[src/rtl/muldiv_pkg.sv]
// Shared encodings for the iterative multiply/divide unit.
// Holds op codes, FSM state codes, the divide-by-zero quotient and an op-class helper.
package muldiv_pkg;

    localparam int MD_XLEN = 32;

    localparam logic [2:0] MD_MUL   = 3'b000;
    localparam logic [2:0] MD_MULH  = 3'b001;
    localparam logic [2:0] MD_MULHU = 3'b010;
    localparam logic [2:0] MD_DIV   = 3'b011;
    localparam logic [2:0] MD_DIVU  = 3'b100;
    localparam logic [2:0] MD_REM   = 3'b101;
    localparam logic [2:0] MD_REMU  = 3'b110;

    localparam logic [2:0] ST_IDLE = 3'd0;
    localparam logic [2:0] ST_PREP = 3'd1;
    localparam logic [2:0] ST_CALC = 3'd2;
    localparam logic [2:0] ST_FIX  = 3'd3;
    localparam logic [2:0] ST_DONE = 3'd4;

    localparam logic [MD_XLEN-1:0] DIV_ZERO_Q = '1;

    // 3'b111 is folded into the multiply class (behaves as MUL).
    function automatic logic is_mul(input logic [2:0] op);
        return (op == MD_MUL) || (op == MD_MULH) ||
               (op == MD_MULHU) || (op == 3'b111);
    endfunction

    function automatic logic is_signed_op(input logic [2:0] op);
        return (op == MD_MULH) || (op == MD_DIV) || (op == MD_REM);
    endfunction

endpackage

[src/rtl/muldiv_divstep.sv]
// One restoring-division step: shift in the next dividend bit, try to subtract.
// Ports: i_rem (partial remainder), i_msb (next dividend bit), i_divisor -> o_rem, o_qbit.
module muldiv_divstep #(
    parameter int XLEN = 32
) (
    input  logic [XLEN-1:0] i_rem,
    input  logic            i_msb,
    input  logic [XLEN-1:0] i_divisor,
    output logic [XLEN-1:0] o_rem,
    output logic            o_qbit
);

    logic [XLEN:0] w_shift;
    logic [XLEN:0] w_diff;

    assign w_shift = {i_rem, i_msb};
    assign w_diff  = w_shift - {1'b0, i_divisor};
    // Remainder stays below the divisor, so a clear top bit means no borrow.
    assign o_qbit  = ~w_diff[XLEN];
    assign o_rem   = o_qbit ? w_diff[XLEN-1:0] : w_shift[XLEN-1:0];

endmodule

[src/rtl/ex_muldiv.sv]
// Execute-stage iterative multiply/divide unit: IDLE->PREP->CALC->FIX->DONE.
// Ports: clk, rst (sync, active-high), start/op/a/b/rd_in request, flush squash;
// busy to hazard logic, done pulse with result/rd_out for bypass and writeback.
// Optional macro MULDIV_FAST_MUL_EN: multiplies use a one-shot product, skipping CALC.
module ex_muldiv
    import muldiv_pkg::*;
#(
    parameter int XLEN      = MD_XLEN,
    parameter int ADDR_SIZE = 5
) (
    input  logic                 clk,
    input  logic                 rst,
    input  logic                 start,
    input  logic [2:0]           op,
    input  logic [XLEN-1:0]      a,
    input  logic [XLEN-1:0]      b,
    input  logic [ADDR_SIZE-1:0] rd_in,
    input  logic                 flush,
    output logic                 busy,
    output logic                 done,
    output logic [XLEN-1:0]      result,
    output logic [ADDR_SIZE-1:0] rd_out
);

    localparam int CW = $clog2(XLEN + 1);

    logic [2:0]           r_state;
    logic [2:0]           r_op;
    logic [XLEN-1:0]      r_a;
    logic [XLEN-1:0]      r_b;
    logic [ADDR_SIZE-1:0] r_rd;
    logic [XLEN-1:0]      r_opb;
    logic [2*XLEN-1:0]    r_acc;
    logic [XLEN-1:0]      r_rem;
    logic [CW-1:0]        r_cnt;
    logic                 r_neg;
    logic                 r_rneg;
    logic                 r_bzero;
    logic [XLEN-1:0]      r_result;
    logic [ADDR_SIZE-1:0] r_rd_out;

    logic              w_mul;
    logic              w_sa;
    logic              w_sb;
    logic [XLEN-1:0]   w_ma;
    logic [XLEN-1:0]   w_mb;
    logic [XLEN:0]     w_sum;
    logic [XLEN-1:0]   w_drem;
    logic              w_qbit;
    logic [2*XLEN-1:0] w_prod;
    logic [XLEN-1:0]   w_quot;
    logic [XLEN-1:0]   w_remv;
    logic [XLEN-1:0]   w_fix;
    logic [CW-1:0]     w_cnt_nxt;

    assign w_mul = is_mul(r_op);
    assign w_sa  = r_a[XLEN-1] & is_signed_op(r_op);
    assign w_sb  = r_b[XLEN-1] & is_signed_op(r_op);
    assign w_ma  = w_sa ? -r_a : r_a;
    assign w_mb  = w_sb ? -r_b : r_b;

    // Shift-add: acc = {partial high, remaining multiplier bits}.
    assign w_sum = {1'b0, r_acc[2*XLEN-1:XLEN]} +
                   (r_acc[0] ? {1'b0, r_opb} : '0);

    // Division reuses acc low half: dividend bits shift out, quotient bits shift in.
    muldiv_divstep #(.XLEN(XLEN)) u_divstep (
        .i_rem     (r_rem),
        .i_msb     (r_acc[XLEN-1]),
        .i_divisor (r_opb),
        .o_rem     (w_drem),
        .o_qbit    (w_qbit)
    );

    assign w_cnt_nxt = r_cnt - 1'b1;
    assign w_prod    = r_neg ? -r_acc : r_acc;
    assign w_quot    = r_neg ? -r_acc[XLEN-1:0] : r_acc[XLEN-1:0];
    assign w_remv    = r_rneg ? -r_rem : r_rem;

    // Zero divisor bypasses the datapath: quotient all ones, remainder = a.
    always_comb begin
        w_fix = w_prod[XLEN-1:0];
        case (r_op)
            MD_MULH, MD_MULHU: w_fix = w_prod[2*XLEN-1:XLEN];
            MD_DIV, MD_DIVU:   w_fix = r_bzero ? DIV_ZERO_Q[XLEN-1:0] : w_quot;
            MD_REM, MD_REMU:   w_fix = r_bzero ? r_a : w_remv;
            default:           w_fix = w_prod[XLEN-1:0];
        endcase
    end

`ifdef MULDIV_FAST_MUL_EN
    logic [2*XLEN-1:0] w_fprod;
    assign w_fprod = {{XLEN{1'b0}}, w_ma} * {{XLEN{1'b0}}, w_mb};
`endif

    always_ff @(posedge clk) begin
        if (rst) begin
            r_state  <= ST_IDLE;
            r_op     <= MD_MUL;
            r_a      <= '0;
            r_b      <= '0;
            r_rd     <= '0;
            r_opb    <= '0;
            r_acc    <= '0;
            r_rem    <= '0;
            r_cnt    <= '0;
            r_neg    <= 1'b0;
            r_rneg   <= 1'b0;
            r_bzero  <= 1'b0;
            r_result <= '0;
            r_rd_out <= '0;
        end else if (flush) begin
            r_state <= ST_IDLE;
        end else begin
            case (r_state)
                ST_IDLE, ST_DONE: begin
                    if (start) begin
                        r_op    <= op;
                        r_a     <= a;
                        r_b     <= b;
                        r_rd    <= rd_in;
                        r_state <= ST_PREP;
                    end else begin
                        r_state <= ST_IDLE;
                    end
                end
                ST_PREP: begin
                    r_neg   <= w_sa ^ w_sb;
                    r_rneg  <= w_sa;
                    r_bzero <= (r_b == '0);
                    r_rem   <= '0;
                    r_cnt   <= CW'(XLEN);
                    r_state <= ST_CALC;
                    if (w_mul) begin
                        r_opb <= w_ma;
                        r_acc <= {{XLEN{1'b0}}, w_mb};
`ifdef MULDIV_FAST_MUL_EN
                        r_acc   <= w_fprod;
                        r_state <= ST_FIX;
`endif
                    end else begin
                        r_opb <= w_mb;
                        r_acc <= {{XLEN{1'b0}}, w_ma};
                    end
                end
                ST_CALC: begin
                    r_cnt <= w_cnt_nxt;
                    if (w_mul) begin
                        r_acc <= {w_sum, r_acc[XLEN-1:1]};
                    end else begin
                        r_rem             <= w_drem;
                        r_acc[XLEN-1:0]   <= {r_acc[XLEN-2:0], w_qbit};
                    end
                    if (w_cnt_nxt == '0) begin
                        r_state <= ST_FIX;
                    end
                end
                ST_FIX: begin
                    r_result <= w_fix;
                    r_rd_out <= r_rd;
                    r_state  <= ST_DONE;
                end
                default: r_state <= ST_IDLE;
            endcase
        end
    end

    assign busy   = (r_state == ST_PREP) || (r_state == ST_CALC) ||
                    (r_state == ST_FIX);
    assign done   = (r_state == ST_DONE);
    assign result = r_result;
    assign rd_out = r_rd_out;

endmodule

[config.mk]
export PLATFORM = sky130hd
export DESIGN_NAME = ex_muldiv
export DESIGN_NICKNAME = d
export VERILOG_FILES = /design/src/rtl/muldiv_pkg.sv /design/src/rtl/muldiv_divstep.sv /design/src/rtl/ex_muldiv.sv
export SDC_FILE = /design/constraint.sdc
export NUM_CORES = 1
export LEC_CHECK = 0
export CORE_AREA = 2 2 250 252
export CTS_BUF_LIST = sky130_fd_sc_hd__clkbuf_4
export DETAILED_ROUTE_END_ITERATION = 12
export DIE_AREA = 0 0 252 254
export PLACE_DENSITY_LB_ADDON = 0.15
export SYNTH_ARGS = -nofsm -noshare
export SYNTH_HDL_FRONTEND = slang
export SYNTH_HIERARCHICAL = 1
export SYNTH_SLANG_ARGS = --single-unit
[constraint.sdc]
create_clock -name clk -period 8.2 [get_ports clk]
set_input_delay 1.64 -clock clk [delete_from_list [all_inputs] [get_ports clk]]
set_output_delay 1.64 -clock clk [all_outputs]
set_load 0.01 [all_outputs]
==> reports/summary.log <==
[status] outcome completed
[sta] Max transition margin 0.198
[drt] DRT Pass-1 Iters 5
[layout] leading cell type in the layout, fill and taps excluded sky130_fd_sc_hd__nand2_1
[pwr] Clk pwr share 0.423
[floorplan] area of the die 64000 um2
[logic_synthesis] xor and xnor area share after synthesis 0.0963
[pwr] leak pwr 8.17 nW
[grt] number of antenna violations at the first check in global routing 2
[logic_synthesis] count of flip-flops with a built-in enable after synthesis 0
[placement] pre-CTS setup slack 3560 ps
[sta] final-report hold violation count 0
[pwr] power density normalized to cell area 150 nW/um2
[floorplan] Die Ht 254 um
[logic_synthesis] synthesis-stage register bit count 249
[logic_synthesis] post-synthesis compound-gate area fraction 0.259
[floorplan] starting density of the core 0.298
[logic_synthesis] Avg Cell Area, Syn 7.37 um2
[grt] all-layer global routing usage 0.243
[sta] Tightest Pin Transition 1200 ps
[placement] buffers added on ports 114
[setup_path] CP Data Required Time 8930 ps
[setup_path] maximum net fanout on the critical path 38
[grt] maximum number of pins on one net before global-route repair 85
[clock_network] Clock Path Buffers 3
[floorplan] horizontal extent of the die 252 um
[clock_network] post-CTS sizing 0
[drt] via count 19302
[grt] met3 Resource Use GR 0.0436
[clock_network] count of clock tree sinks 249
[grt] GR met1 Demand/Resource 0.326
[sta] total setup violations reported at the end of the flow 0
[setup_path] Arr. time, crit path 5150 ps
[setup_path] Critical-path top delay cell sky130_fd_sc_hd__a2111oi_1
[pwr] Switch Pwr 0.00101 W
[grt] leftover overflow at the end of global routing 0
[grt] busiest grt layer met2
[logic_synthesis] adder-cell share of the synthesized area 0.0512
[logic_synthesis] net count after synthesis 2626
[grt] global-route wire length before repair 117000 um
[pwr] switching part of the total 0.321
[pwr] Int Power 0.00214 W
[grt] met2 global-route usage 0.367
[layout] top library cells by usage in the layout, fill and taps aside sky130_fd_sc_hd__nand2_1, sky130_fd_sc_hd__a21oi_1, sky130_fd_sc_hd__dfxtp_1
[clock_network] clock root cell sky130_fd_sc_hd__clkbuf_4
[floorplan] io pins 115
[clock_network] Post-CTS Setup Bufs 0
[layout] synthesis-to-finish area growth 15.1%
[clock_network] number of H-tree branching levels 3
[sta] period utilization 0.539
[logic_synthesis] dominant combinational cell family by area after synthesis compound AO/OA/AOI/OAI gates
[drt] post-route ant nets 0
[drt] routed wire length per instance 23.2 um
[clock_network] clock transition at the register clock pins on the worst setup and hold paths after CTS 60 ps
[sta] final critical-path setup slack 3780 ps
[layout] share of cells above drive strength 1 0.0849
[logic_synthesis] synth warn 6
[drt] DRC errors left 0
[clock_network] Post-CTS Hold Fix Bufs 0
[clock_network] clock tree from TritonCTS done
[pwr] highest ir drop seen on vdd 0.0000789 V
[sta] final setup TNS 0 ps
[logic_synthesis] dominant register cell in the synthesized netlist sky130_fd_sc_hd__dfxtp_1
[sta] highest attainable clock frequency 226 MHz
[logic_synthesis] Netlist cell types 94
[logic_synthesis] share of synthesized flip-flops with an asynchronous set or reset 0
[logic_synthesis] sequential fraction of the synthesis area 0.273
[setup_path] longest individual stage delay on the worst path 1090 ps
[floorplan] standard cell core area 61300 um2
[drt] Detailed Route WL 78700 um
[setup_path] type of element launching the critical path flop
[layout] net count of the finished layout 2693
[setup_path] critical path's top delay family compound AO/OA/AOI/OAI gates
[placement] final weighted congestion in routability-driven placement 0.949
[logic_synthesis] basic-gate share of the synthesized area counting and, or, nand and nor cells 0.240
[sta] Final Slew Violations 0
[drt] via density per instance 5.69
[pwr] combinational power share 0.171
[setup_path] critical setup path kind flop to flop
[floorplan] floorplan row count 91
[hold_path] Hold/Removal Path Class flop to flop
[setup_path] critical-path cell list nand2_1 > inv_1 > ha_1 > a21oi_1 > nand4b_1 > a2111oi_1 > o2111ai_1 > a2111oi_0 > nor2_1 > o21ai_0 > xor2_1 > a22o_1
[grt] number of global-route vias before repair 18381
[sta] setup repair after global routing missed its margin no
[setup_path] number of buffer and inverter stages on the critical path 1
[job] Maximum Capacitance Violations 0
[logic_synthesis] netlist area before placement 18300 um2
[logic_synthesis] Post-Synthesis Cells 2478
[drt] 1st-iter DRT viols 1593
[pwr] sequential share of power 0.406
[sta] final critical path time including I/O delays and setup 4420 ps
[logic_synthesis] mux cell area share after synthesis 0.0292
[clock_network] worst skew pair latency 850 ps
[placement] DPL Wire Length 59200 um
[sta] setup skew after layout 61.3 ps
[setup_path] type of destination of the critical path flop
[clock_network] clock buffer count from CTS 80
[registers in the layout, indices dropped and copies added (netlist names), 3 cells and up]
register	cells
r_state	3
r_a	32
r_rem	32
rd_out	5
r_cnt	6
r_rd	5
r_opb	32
r_acc	64
result	32
r_b	32
r_op	3
[synth_stat cells (6+ instances only)]
| cell | number | area [um2] |
|---|---|---|
| sky130_fd_sc_hd__nand2_1 | 396 | 1490 |
| sky130_fd_sc_hd__a21oi_1 | 284 | 1420 |
| sky130_fd_sc_hd__dfxtp_1 | 249 | 4980 |
| sky130_fd_sc_hd__nor2_1 | 191 | 717 |
| sky130_fd_sc_hd__clkbuf_1 | 138 | 518 |
| sky130_fd_sc_hd__o21ai_0 | 134 | 671 |
| sky130_fd_sc_hd__xor2_1 | 107 | 937 |
| sky130_fd_sc_hd__xnor2_1 | 94 | 823 |
| sky130_fd_sc_hd__nand3_1 | 92 | 460 |
| sky130_fd_sc_hd__nor3_1 | 72 | 360 |
| sky130_fd_sc_hd__ha_1 | 70 | 876 |
| sky130_fd_sc_hd__inv_1 | 60 | 225 |
| sky130_fd_sc_hd__a211oi_1 | 51 | 383 |
| sky130_fd_sc_hd__and2_1 | 41 | 257 |
| sky130_fd_sc_hd__a21o_1 | 37 | 278 |
| sky130_fd_sc_hd__o31ai_1 | 36 | 270 |
| sky130_fd_sc_hd__or4_1 | 23 | 173 |
| sky130_fd_sc_hd__a31oi_1 | 20 | 125 |
| sky130_fd_sc_hd__o41ai_1 | 20 | 175 |
| sky130_fd_sc_hd__mux2_4 | 19 | 285 |
| sky130_fd_sc_hd__or3_1 | 19 | 119 |
| sky130_fd_sc_hd__mux2i_1 | 17 | 170 |
| sky130_fd_sc_hd__a22o_1 | 16 | 140 |
| sky130_fd_sc_hd__o211ai_1 | 15 | 113 |
| sky130_fd_sc_hd__o21a_1 | 15 | 113 |
| sky130_fd_sc_hd__nand2b_1 | 14 | 87.6 |
| sky130_fd_sc_hd__nor4_1 | 14 | 87.6 |
| sky130_fd_sc_hd__nand4_1 | 13 | 81.3 |
| sky130_fd_sc_hd__o221ai_1 | 11 | 96.3 |
| sky130_fd_sc_hd__a2111oi_0 | 10 | 87.6 |
| sky130_fd_sc_hd__and3_1 | 10 | 62.6 |
| sky130_fd_sc_hd__buf_1 | 10 | 37.5 |
| sky130_fd_sc_hd__nand3b_1 | 10 | 75.1 |
| sky130_fd_sc_hd__or2_2 | 10 | 62.6 |
| sky130_fd_sc_hd__a211o_1 | 9 | 78.8 |
| sky130_fd_sc_hd__o22ai_1 | 9 | 56.3 |
| sky130_fd_sc_hd__a221oi_1 | 8 | 70.1 |
| sky130_fd_sc_hd__a32o_1 | 8 | 80.1 |
| sky130_fd_sc_hd__nor2b_1 | 8 | 50.1 |
| sky130_fd_sc_hd__nor3b_1 | 8 | 60.1 |
| sky130_fd_sc_hd__o21bai_1 | 7 | 52.6 |
| sky130_fd_sc_hd__a311oi_1 | 6 | 52.6 |
| sky130_fd_sc_hd__o31a_1 | 6 | 52.6 |
[path summary, 6_finish.rpt]
| check | cells past startpoint | start | slack (ps) | to |
|---|---|---|---|---|
| max | 12 | r_acc[0] | 3780 | r_acc[62] |
| min | 2 | result[5] | 450 | result[5] |
| max reg2reg | 12 | r_acc[0] | 3780 | r_acc[62] |
| min reg2reg | 2 | result[5] | 450 | result[5] |
[power groups by stage]
stage          logic (W)  registers [W]  clock network, W
2_1_floorplan   0.000375        0.00128                 0
3_3_place_gp    0.000527        0.00131                 0
3_5_place_dp    0.000530        0.00131                 0
4_1_cts         0.000532        0.00128           0.00138
5_1_grt         0.000579        0.00128           0.00145
6_report        0.000539        0.00128           0.00134
[tightest hold or removal path, cell delays in order, from the launching register on]
cell and delay (ps):
sky130_fd_sc_hd__dfxtp_1 300, sky130_fd_sc_hd__nand2_1 50, sky130_fd_sc_hd__a21oi_1 50
[stage by stage]
step,hold slack (ps),power [W],utilization,cells,cell area [um2]
after global routing,470,0.00332,0.343,3394,21000
after detailed placement,444,0.00184,0.326,3253,20000
final,450,0.00316,0.343,3395,21000
after CTS,451,0.00320,0.343,3393,21000
after global placement,441,0.00183,0.326,3253,20000
after floorplan,432,0.00166,-,2478,18300
[area by class of cell]
class	count	area, um2
Multi-Input combinational cell	2009	12400
Timing Repair Buffer	144	1370
Clock inverter	32	215
Inverter	61	236
Fill cell	6671	40200
Sequential cell	249	4990
Antenna cell	2	5.00
Clock buffer	108	811
Tap cell	790	988
[logic make-up (layout without fill, tap and decap cells)]
logic type,count (synthesis),in the layout
and+or+nand+nor,947,947
adders and majority gates,74,74
buffers and inverters,220,345
muxes,42,42
other,0,2
AOI/OAI and AO/OA,745,745
xor gates and xnor gates,201,201
DFF,249,249
[metal layers]
metal / wire length (um) / up-vias
met3: 5290 / 174
met5: 0 / -
li1: - / 9083
met2: 33800 / 812
met1: 35500 / 9233
met4: 4200 / 0
Power figures use the tool's default switching activity.
